## src/rtl/intr_priority_ctrl.sv

```systemverilog
// Edge-detecting, maskable interrupt controller driving the MCU intr/int_ack/EOI handshake.
// Define INTC_ROTATE_PRIO_EN for rotating priority; the default build uses fixed priority (index 0 highest).
module intr_priority_ctrl #(
  parameter int NUM_SRC = 8
) (
  input  logic               clk,
  input  logic               reset,
  input  logic [NUM_SRC-1:0] irq_in,
  input  logic               int_ack,
  input  logic               io_cs,
  input  logic               io_wr,
  input  logic               io_rd,
  input  logic [1:0]         io_addr,
  input  logic [31:0]        io_din,
  output logic [31:0]        io_dout,
  output logic               intr
);

  localparam logic [1:0] ADDR_PEND   = 2'd0;
  localparam logic [1:0] ADDR_MASK   = 2'd1;
  localparam logic [1:0] ADDR_VECTOR = 2'd2;
  localparam logic [1:0] ADDR_EOI    = 2'd3;

  typedef enum logic [1:0] {
    IDLE    = 2'd0,
    REQ     = 2'd1,
    SERVICE = 2'd2
  } state_t;

  state_t             state;
  logic [NUM_SRC-1:0] irq_prev;
  logic [NUM_SRC-1:0] pend;
  logic [NUM_SRC-1:0] mask;
  logic [NUM_SRC-1:0] pend_nxt;
  logic [NUM_SRC-1:0] rise;
  logic [NUM_SRC-1:0] active;
  logic [3:0]         vec_id;
  logic [3:0]         win_id;
  logic               wr_pend;
  logic               wr_mask;
  logic               wr_eoi;
  logic               rd_en;
  logic               take_ack;
  logic               unused_din_ok;

  assign wr_pend  = io_cs & io_wr & (io_addr == ADDR_PEND);
  assign wr_mask  = io_cs & io_wr & (io_addr == ADDR_MASK);
  assign wr_eoi   = io_cs & io_wr & (io_addr == ADDR_EOI);
  assign rd_en    = io_cs & io_rd;
  assign rise     = irq_in & ~irq_prev;
  assign active   = pend & mask;
  assign take_ack = (state == REQ) & int_ack;
  assign unused_din_ok = ^io_din;

`ifdef INTC_ROTATE_PRIO_EN
  logic [3:0]  ptr;
  logic [15:0] active16;
  logic [4:0]  idx;
  logic        found;

  assign active16 = 16'(active);

  // Search starts at ptr and wraps; first enabled pending source wins.
  always_comb begin
    win_id = '0;
    found  = 1'b0;
    idx    = '0;
    for (int i = 0; i < NUM_SRC; i++) begin
      idx = {1'b0, ptr} + 5'(i);
      if (idx >= 5'(NUM_SRC)) idx = idx - 5'(NUM_SRC);
      if (!found && active16[idx[3:0]]) begin
        found  = 1'b1;
        win_id = idx[3:0];
      end
    end
  end

  always_ff @(posedge clk) begin
    if (!reset) begin
      ptr <= '0;
    end else if ((state == SERVICE) && wr_eoi) begin
      ptr <= (vec_id == 4'(NUM_SRC - 1)) ? 4'd0 : vec_id + 4'd1;
    end
  end
`else
  always_comb begin
    win_id = '0;
    for (int i = NUM_SRC - 1; i >= 0; i--) begin
      if (active[i]) win_id = 4'(i);
    end
  end
`endif

  // Ack and W1C both see the pre-write PEND; a new edge always wins over a clear.
  always_comb begin
    pend_nxt = pend;
    if (wr_pend) pend_nxt = pend_nxt & ~io_din[NUM_SRC-1:0];
    for (int i = 0; i < NUM_SRC; i++) begin
      if (take_ack && (win_id == 4'(i))) pend_nxt[i] = 1'b0;
    end
    pend_nxt = pend_nxt | rise;
  end

  always_ff @(posedge clk) begin
    if (!reset) begin
      irq_prev <= '0;
      pend     <= '0;
      mask     <= '0;
    end else begin
      irq_prev <= irq_in;
      pend     <= pend_nxt;
      if (wr_mask) mask <= io_din[NUM_SRC-1:0];
    end
  end

  always_ff @(posedge clk) begin
    if (!reset) begin
      state  <= IDLE;
      intr   <= 1'b0;
      vec_id <= '0;
    end else begin
      case (state)
        IDLE: begin
          if (|active) begin
            state <= REQ;
            intr  <= 1'b1;
          end
        end
        REQ: begin
          if (int_ack) begin
            state  <= SERVICE;
            intr   <= 1'b0;
            vec_id <= win_id;
          end else if (!(|active)) begin
            state <= IDLE;
            intr  <= 1'b0;
          end
        end
        SERVICE: begin
          intr <= 1'b0;
          if (wr_eoi) state <= IDLE;
        end
        default: begin
          state <= IDLE;
          intr  <= 1'b0;
        end
      endcase
    end
  end

  always_comb begin
    io_dout = '0;
    if (rd_en) begin
      case (io_addr)
        ADDR_PEND:   io_dout = 32'(pend);
        ADDR_MASK:   io_dout = 32'(mask);
        ADDR_VECTOR: io_dout = {(state == SERVICE), 27'd0, vec_id};
        default:     io_dout = '0;
      endcase
    end
  end

endmodule

```

## config.mk

```make
export PLATFORM = sky130hd
export DESIGN_NAME = intr_priority_ctrl
export DESIGN_NICKNAME = d
export VERILOG_FILES = /design/src/rtl/intr_priority_ctrl.sv
export SDC_FILE = /design/constraint.sdc
export NUM_CORES = 1
export LEC_CHECK = 0
export CAP_MARGIN = 20
export CORE_ASPECT_RATIO = 2
export CORE_MARGIN = 3
export CORE_UTILIZATION = 62
export DETAILED_ROUTE_END_ITERATION = 6
export DONT_BUFFER_PORTS = 1
export PLACE_DENSITY = 0.75
export SYNTH_ARGS = -nofsm -noshare
export SYNTH_HDL_FRONTEND = slang
export SYNTH_SLANG_ARGS = --single-unit
```

## constraint.sdc

```tcl
create_clock -name clk -period 1.9 [get_ports clk]
set_input_delay 0.38 -clock clk [delete_from_list [all_inputs] [get_ports clk]]
set_output_delay 0.38 -clock clk [all_outputs]
set_load 0.02 [all_outputs]
```

==> flow_metrics.py, run 1 <==
metrics = {
    "timing": {
        "fin_skew_ns": 0.00610,
        "setup_violations": 0,
        "period_share": 0.893,
        "period_minus_slack_ns": 1.70,
        "grt_setup_unrepaired": "no",
        "tns_ns": 0,
        "hold_violations": 0,
        "final.setup.worst_slack_ns": 0.204,
        "drv_slew": 0,
        "fmax_ghz": 0.590,
    },
    "power": {
        "peakVddDrop_mv": 0.564,
        "power-per-cell-area_nw_per_um2": 800,
        "p_total_uw": 1350,
        "leakage_uw": 0.000699,
    },
    "min_path": {
        "holdPathStages": 1,
        "hp-start": "int_ack",
        "hold_end": "state[0]",
        "hp-class": "in -> reg",
    },
    "global_route": {
        "antenna_found_initial": 0,
        "grt_pass1_vias": 1376,
        "grt_start_max_net_pins": 30,
        "grt.overflow.total": 0,
        "grt_pass1_wl_mm": 5.92,
        "grt_usage": 0.237,
    },
    "drt": {
        "wire_per_inst_um": 15.0,
        "vias": 1330,
        "routed_wl_mm": 3.54,
        "firstDrtPassIters": 4,
        "vias_per_cell": 5.64,
        "drc": 0,
        "drt-initial-drc-count": 45,
        "drt.antenna.violating_nets": 0,
    },
    "layout": {
        "drive_gt1_frac": 0.0865,
        "synthToLayoutAreaGrowth_pct": 1.51,
        "diodes": 0,
        "num-nets-final": 255,
    },
    "placement": {
        "portBuffers": 0,
        "pre_cts_slack_ns": 0.230,
        "dp_hpwl_mm": 2.66,
        "place_congestion": 0.832,
    },
    "logic_synthesis": {
        "synth_warnings": 0,
        "synth.top_cell.area_share": 0.361,
        "async_flop_share": 0,
        "ys.flop_type": "dfxtp_1",
        "synth_edf_count": 0,
        "ys_seq_area_frac": 0.361,
        "synth.top_cells.by_area": "dfxtp_1 (36%), buf_4 (10%), nand2_1 (8.4%), mux2i_1 (4.8%), a21boi_1 (2.7%)",
        "yosysMostFrequentCell": "nand2_1",
        "syn_area_um2": 1660,
        "synthCells": 206,
        "ys_types": 42,
        "ys_ff_latch": 30,
        "synth_common_cells": "nand2_1 (37), dfxtp_1 (30), buf_4 (23)",
        "yosysTopAreaCell": "dfxtp_1",
        "avgSynthCellArea_um2": 8.07,
    },
    "cts": {
        "clk_pin_slew_ns": 0.06,
        "post_cts_buffers": 0,
        "cts_made_buffers": 5,
        "cts.sinks": 30,
        "htree_levels": 2,
        "worstSkewPairLatency_ns": 0.29,
        "clock-root-buffer": "clkbuf_8",
        "holdBufCountCts": 0,
        "cts_tree": "done",
        "clockBufferDepth": 2,
        "cts_resized": 0,
    },
    "die": {
        "io-pin-count": 81,
        "placeableCoreArea_um2": 2570,
        "start_util": 0.647,
        "rows": 26,
        "chipWidth_um": 42.6,
        "die_y_um": 79.2,
        "die-area_um2": 3370,
    },
    "worst_setup_path": {
        "critPathArrivalTime_ns": 1.87,
        "end_kind": "register",
        "timing.rr.end": "pend[6]",
        "reg2reg_setup_slack_ns": 0.20,
        "required_ns": 2.07,
        "rr_worst_depth": 5,
        "r2r_start": "pend[1]",
        "worstSetupPathType": "reg -> reg",
        "cp-start-kind": "register",
        "crit_fanout": 6,
    },
    "flow_run": {
        "max-cap-violations": 0,
    },
    "outcome": {
        "status": "finished, final reports clean",
    },
}
how the worst max path moves through the flow:
stage	start	endpoint	slack [ns]
floorplan	io_addr[1]	io_dout[31]	0.07
global placement	mask[2]	pend[4]	0.24
detailed placement	pend[1]	pend[6]	0.23
CTS	pend[1]	pend[6]	0.20
global route	mask[2]	pend[4]	0.03
finish	pend[1]	pend[6]	0.20
cell type report:
class / count / area [um^2]
clock buffers: 7 / 86.3
clock inverters: 1 / 5.00
fillers: 252 / 883
inverters: 10 / 37.5
multi-input cells: 158 / 907
flip-flops and latches: 30 / 601
well taps: 28 / 35.0
repair buffers: 2 / 15.0
registers in the layout (all words and copies together), names as in the netlist:
register  cells
vec_id        3
irq_prev      8
state         2
intr          1
pend          8
mask          8
cells in the final DEF, fill, tap and decap left out, types with 6 or more instances in the layout:
master     n
nand3_1    7
a21oi_1    8
nand2_1   37
clkbuf_8   6
dfxtp_1   30
a21boi_1   6
conb_1    23
nor2_1    12
and2_1     6
mux2i_1    8
inv_1     10
worst max-delay path, stage by stage, from the launching register on:
cell,delay (ns)
dfxtp_1,0.35
a22oi_4,0.28
nand2_2,0.11
or4_4,0.57
o2111ai_1,0.19
o21ai_1,0.08
routing by layer:
metal  share of wire  vias to the layer above  GRT usage
met3           0.070                        9     0.0884
met4           0.030                        0      0.165
met2            0.56                       49      0.422
met5               0                        -          0
met1            0.34                      614      0.209
li1                -                      658          -
logic make-up after synthesis:
group / after synthesis / share of synthesized area
and+or+nand+nor: 79 / 0.227
AOI/OAI and AO/OA: 48 / 0.218
buffers and inverters: 40 / 0.142
DFF: 30 / 0.361
muxes: 8 / 0.0482
other: 1 / 0.00226
through the flow:
step	hold slack [ns]	instance area [um^2]	instances	util
final	0.178	1690	236	0.656
after floorplan	0.389	1740	228	-
after global routing	0.182	1690	236	0.656
after detailed placement	0.401	1600	228	0.621
after CTS	0.180	1690	236	0.656
after global placement	0.394	1600	228	0.621
where the power goes:
part | internal [uW] | leakage (uW) | total [uW] | switching (uW)
Sequential | 661 | 0.000247 | 691 | 29.7
Combinational | 44.5 | 0.000404 | 132 | 87.2
Clock | 291 | 0.0000482 | 527 | 236
Total | 997 | 0.000699 | 1350 | 353
Power figures use the tool's default switching activity.
==> run 2, diff against run 1 <==
--- a/config.mk
+++ b/config.mk
@@ -6,12 +6,11 @@
 export NUM_CORES = 1
 export LEC_CHECK = 0
 export CAP_MARGIN = 20
-export CORE_ASPECT_RATIO = 2
 export CORE_MARGIN = 3
-export CORE_UTILIZATION = 62
+export CORE_UTILIZATION = 65
 export DETAILED_ROUTE_END_ITERATION = 6
 export DONT_BUFFER_PORTS = 1
-export PLACE_DENSITY = 0.75
+export PLACE_DENSITY = 0.78
 export SYNTH_ARGS = -nofsm -noshare
 export SYNTH_HDL_FRONTEND = slang
 export SYNTH_SLANG_ARGS = --single-unit
==> constraint.sdc (replaced) <==
create_clock -name clk -period 2 [get_ports clk]
set_input_delay 0.4 -clock clk [delete_from_list [all_inputs] [get_ports clk]]
set_output_delay 0.4 -clock clk [all_outputs]
set_load 0.02 [all_outputs]
==> run 2 against run 1 <==
Compared with the run above:
- utilization up 6.3 points
- clock power down 10%
- hold slack worse by 0.018 ns
- die area down 5.2%
- non-clock buffer count down 1
- total power down 7.0%
- largest cell class unchanged
==> flow_metrics.py, run 2 (synthesis gave the netlist of run 1 again) <==
metrics = {
    "timing": {
        "setup_violations": 0,
        "tightestPinTransition_ns": 0.689,
        "period_minus_slack_ns": 1.77,
        "fmax_ghz": 0.564,
        "final.setup.worst_slack_ns": 0.228,
        "fin_skew_ns": 0.00445,
        "hold_violations": 0,
        "drv_slew": 0,
        "tns_ns": 0,
        "period_share": 0.886,
        "grt_setup_unrepaired": "no",
        "maxSlewHeadroom": 0.538,
    },
    "power": {
        "p_comb_frac": 0.099,
        "seq_power_share": 0.523,
        "switching_share": 0.257,
        "net-switching-power_uw": 323,
        "peakVddDrop_mv": 0.689,
        "leakage_uw": 0.000684,
        "pwr-share-clk": 0.377,
        "power-per-cell-area_nw_per_um2": 753,
        "cellInternalPower_uw": 932,
    },
    "min_path": {
        "hp-start": "int_ack",
        "hold_end": "state[0]",
        "hp-class": "in -> reg",
        "holdPathStages": 1,
    },
    "cts": {
        "clk_pin_slew_ns": 0.10,
        "cts.sinks": 30,
        "cts_made_buffers": 5,
        "clockBufferDepth": 2,
        "cts_resized": 0,
        "cts_tree": "done",
        "clock-root-buffer": "clkbuf_4",
        "post_cts_buffers": 0,
        "holdBufCountCts": 0,
        "worstSkewPairLatency_ns": 0.32,
        "htree_levels": 2,
    },
    "drt": {
        "vias_per_cell": 5.88,
        "routed_wl_mm": 3.60,
        "firstDrtPassIters": 5,
        "drc": 0,
        "drt.antenna.violating_nets": 0,
        "drt-initial-drc-count": 65,
        "wire_per_inst_um": 15.3,
        "vias": 1381,
    },
    "worst_setup_path": {
        "worstSetupPathType": "reg -> reg",
        "critPathArrivalTime_ns": 2.00,
        "reg2reg_setup_slack_ns": 0.23,
        "cp-start-kind": "register",
        "crit_fanout": 5,
        "end_kind": "register",
        "timing.rr.end": "pend[0]",
        "r2r_start": "mask[2]",
        "required_ns": 2.22,
        "rr_worst_depth": 5,
    },
    "global_route": {
        "grt_start_max_net_pins": 30,
        "grt.overflow.total": 0,
        "grt_pass1_vias": 1259,
        "antenna_found_initial": 0,
        "grt_usage": 0.234,
        "grt_pass1_wl_mm": 5.82,
    },
    "die": {
        "die-area_um2": 3200,
        "die_y_um": 56.6,
        "chipWidth_um": 56.6,
        "rows": 17,
        "placeableCoreArea_um2": 2320,
        "start_util": 0.717,
        "io-pin-count": 81,
    },
    "layout": {
        "mostFrequentLayoutCells": "nand2_1 (37), dfxtp_1 (30), conb_1 (23)",
        "drive_gt1_frac": 0.0821,
        "fin_util": 0.719,
        "design_area_um2": 1670,
        "multi_input_area_um2": 907,
        "mostFrequentLayoutCell": "nand2_1",
        "reg.largest.list": "irq_prev x8, mask x8, pend x8",
        "num-nets-final": 254,
        "synthToLayoutAreaGrowth_pct": 0.301,
        "diodes": 0,
        "stdcell_count": 235,
        "fillerInstances": 190,
        "seq_area_um2": 601,
    },
    "flow_run": {
        "max-cap-violations": 0,
    },
    "placement": {
        "dp_hpwl_mm": 2.65,
        "dp.cells": 227,
        "dpl_cell_area_um2": 1590,
        "place_congestion": 0.860,
        "portBuffers": 0,
        "pre_cts_slack_ns": 0.286,
    },
    "outcome": {
        "status": "finished, final reports clean",
    },
}
[run 2: changes by cell type in the layout (fill, tap and decap cells not counted), sizes merged]
| cell | before | now |
|---|---|---|
| buf | 2 | 1 |
| bufinv | 0 | 1 |
| clkbuf | 7 | 6 |
| clkinv | 1 | 0 |
| clkinvlp | 0 | 1 |
[run 2: final cells by class]
cell class / instances / area share
multi-input cells: 158 / 0.544
clock inverters: 2 / 0.0225
flip-flops and latches: 30 / 0.360
inverters: 10 / 0.0225
repair buffers: 1 / 0.00450
well taps: 28 / 0.0210
clock buffers: 6 / 0.0248
[run 2: worst max-delay path by stage]
stage | startpoint | endpoint | slack (ns) | cells after the start
after CTS | pend[0] | io_dout[0] | 0.23 | 4
after floorplan | io_addr[1] | io_dout[31] | 0.13 | 3
final | mask[2] | pend[0] | 0.23 | 5
after global placement | pend[1] | pend[7] | 0.31 | 5
after detailed placement | mask[2] | pend[0] | 0.29 | 5
after global routing | pend[0] | io_dout[0] | 0.12 | 4
[run 2: per-stage QoR]
step           hold WS (ns)  total power, uW
5_1_grt               0.148             1310
3_3_place_gp          0.394              788
6_report              0.160             1250
4_1_cts               0.155             1260
3_5_place_dp          0.398              794
2_1_floorplan         0.389              818
[run 2: power groups by stage]
stage               sequential [uW]  combinational, uW  clock [uW]
detailed placement              671                123           0
floorplan                       662                156           0
global placement                668                120           0
CTS                             657                124         479
global route                    662                137         516
finish                          657                124         474
[run 2: worst max-delay path, stage by stage (launching register included)]
cell	delay (ns)
dfxtp_1	0.43
nand2_1	0.17
and3_1	0.29
a311oi_2	0.48
o21bai_1	0.12
a22o_1	0.19
[run 2: metal layers]
layer	routed length, um	global-route usage	vias to the layer above	share of wire
met5	0	0	-	0
met1	1460	0.297	650	0.41
met4	23	0.0644	0	0.0064
li1	-	-	657	-
met2	1740	0.371	70	0.48
met3	379	0.0851	4	0.11
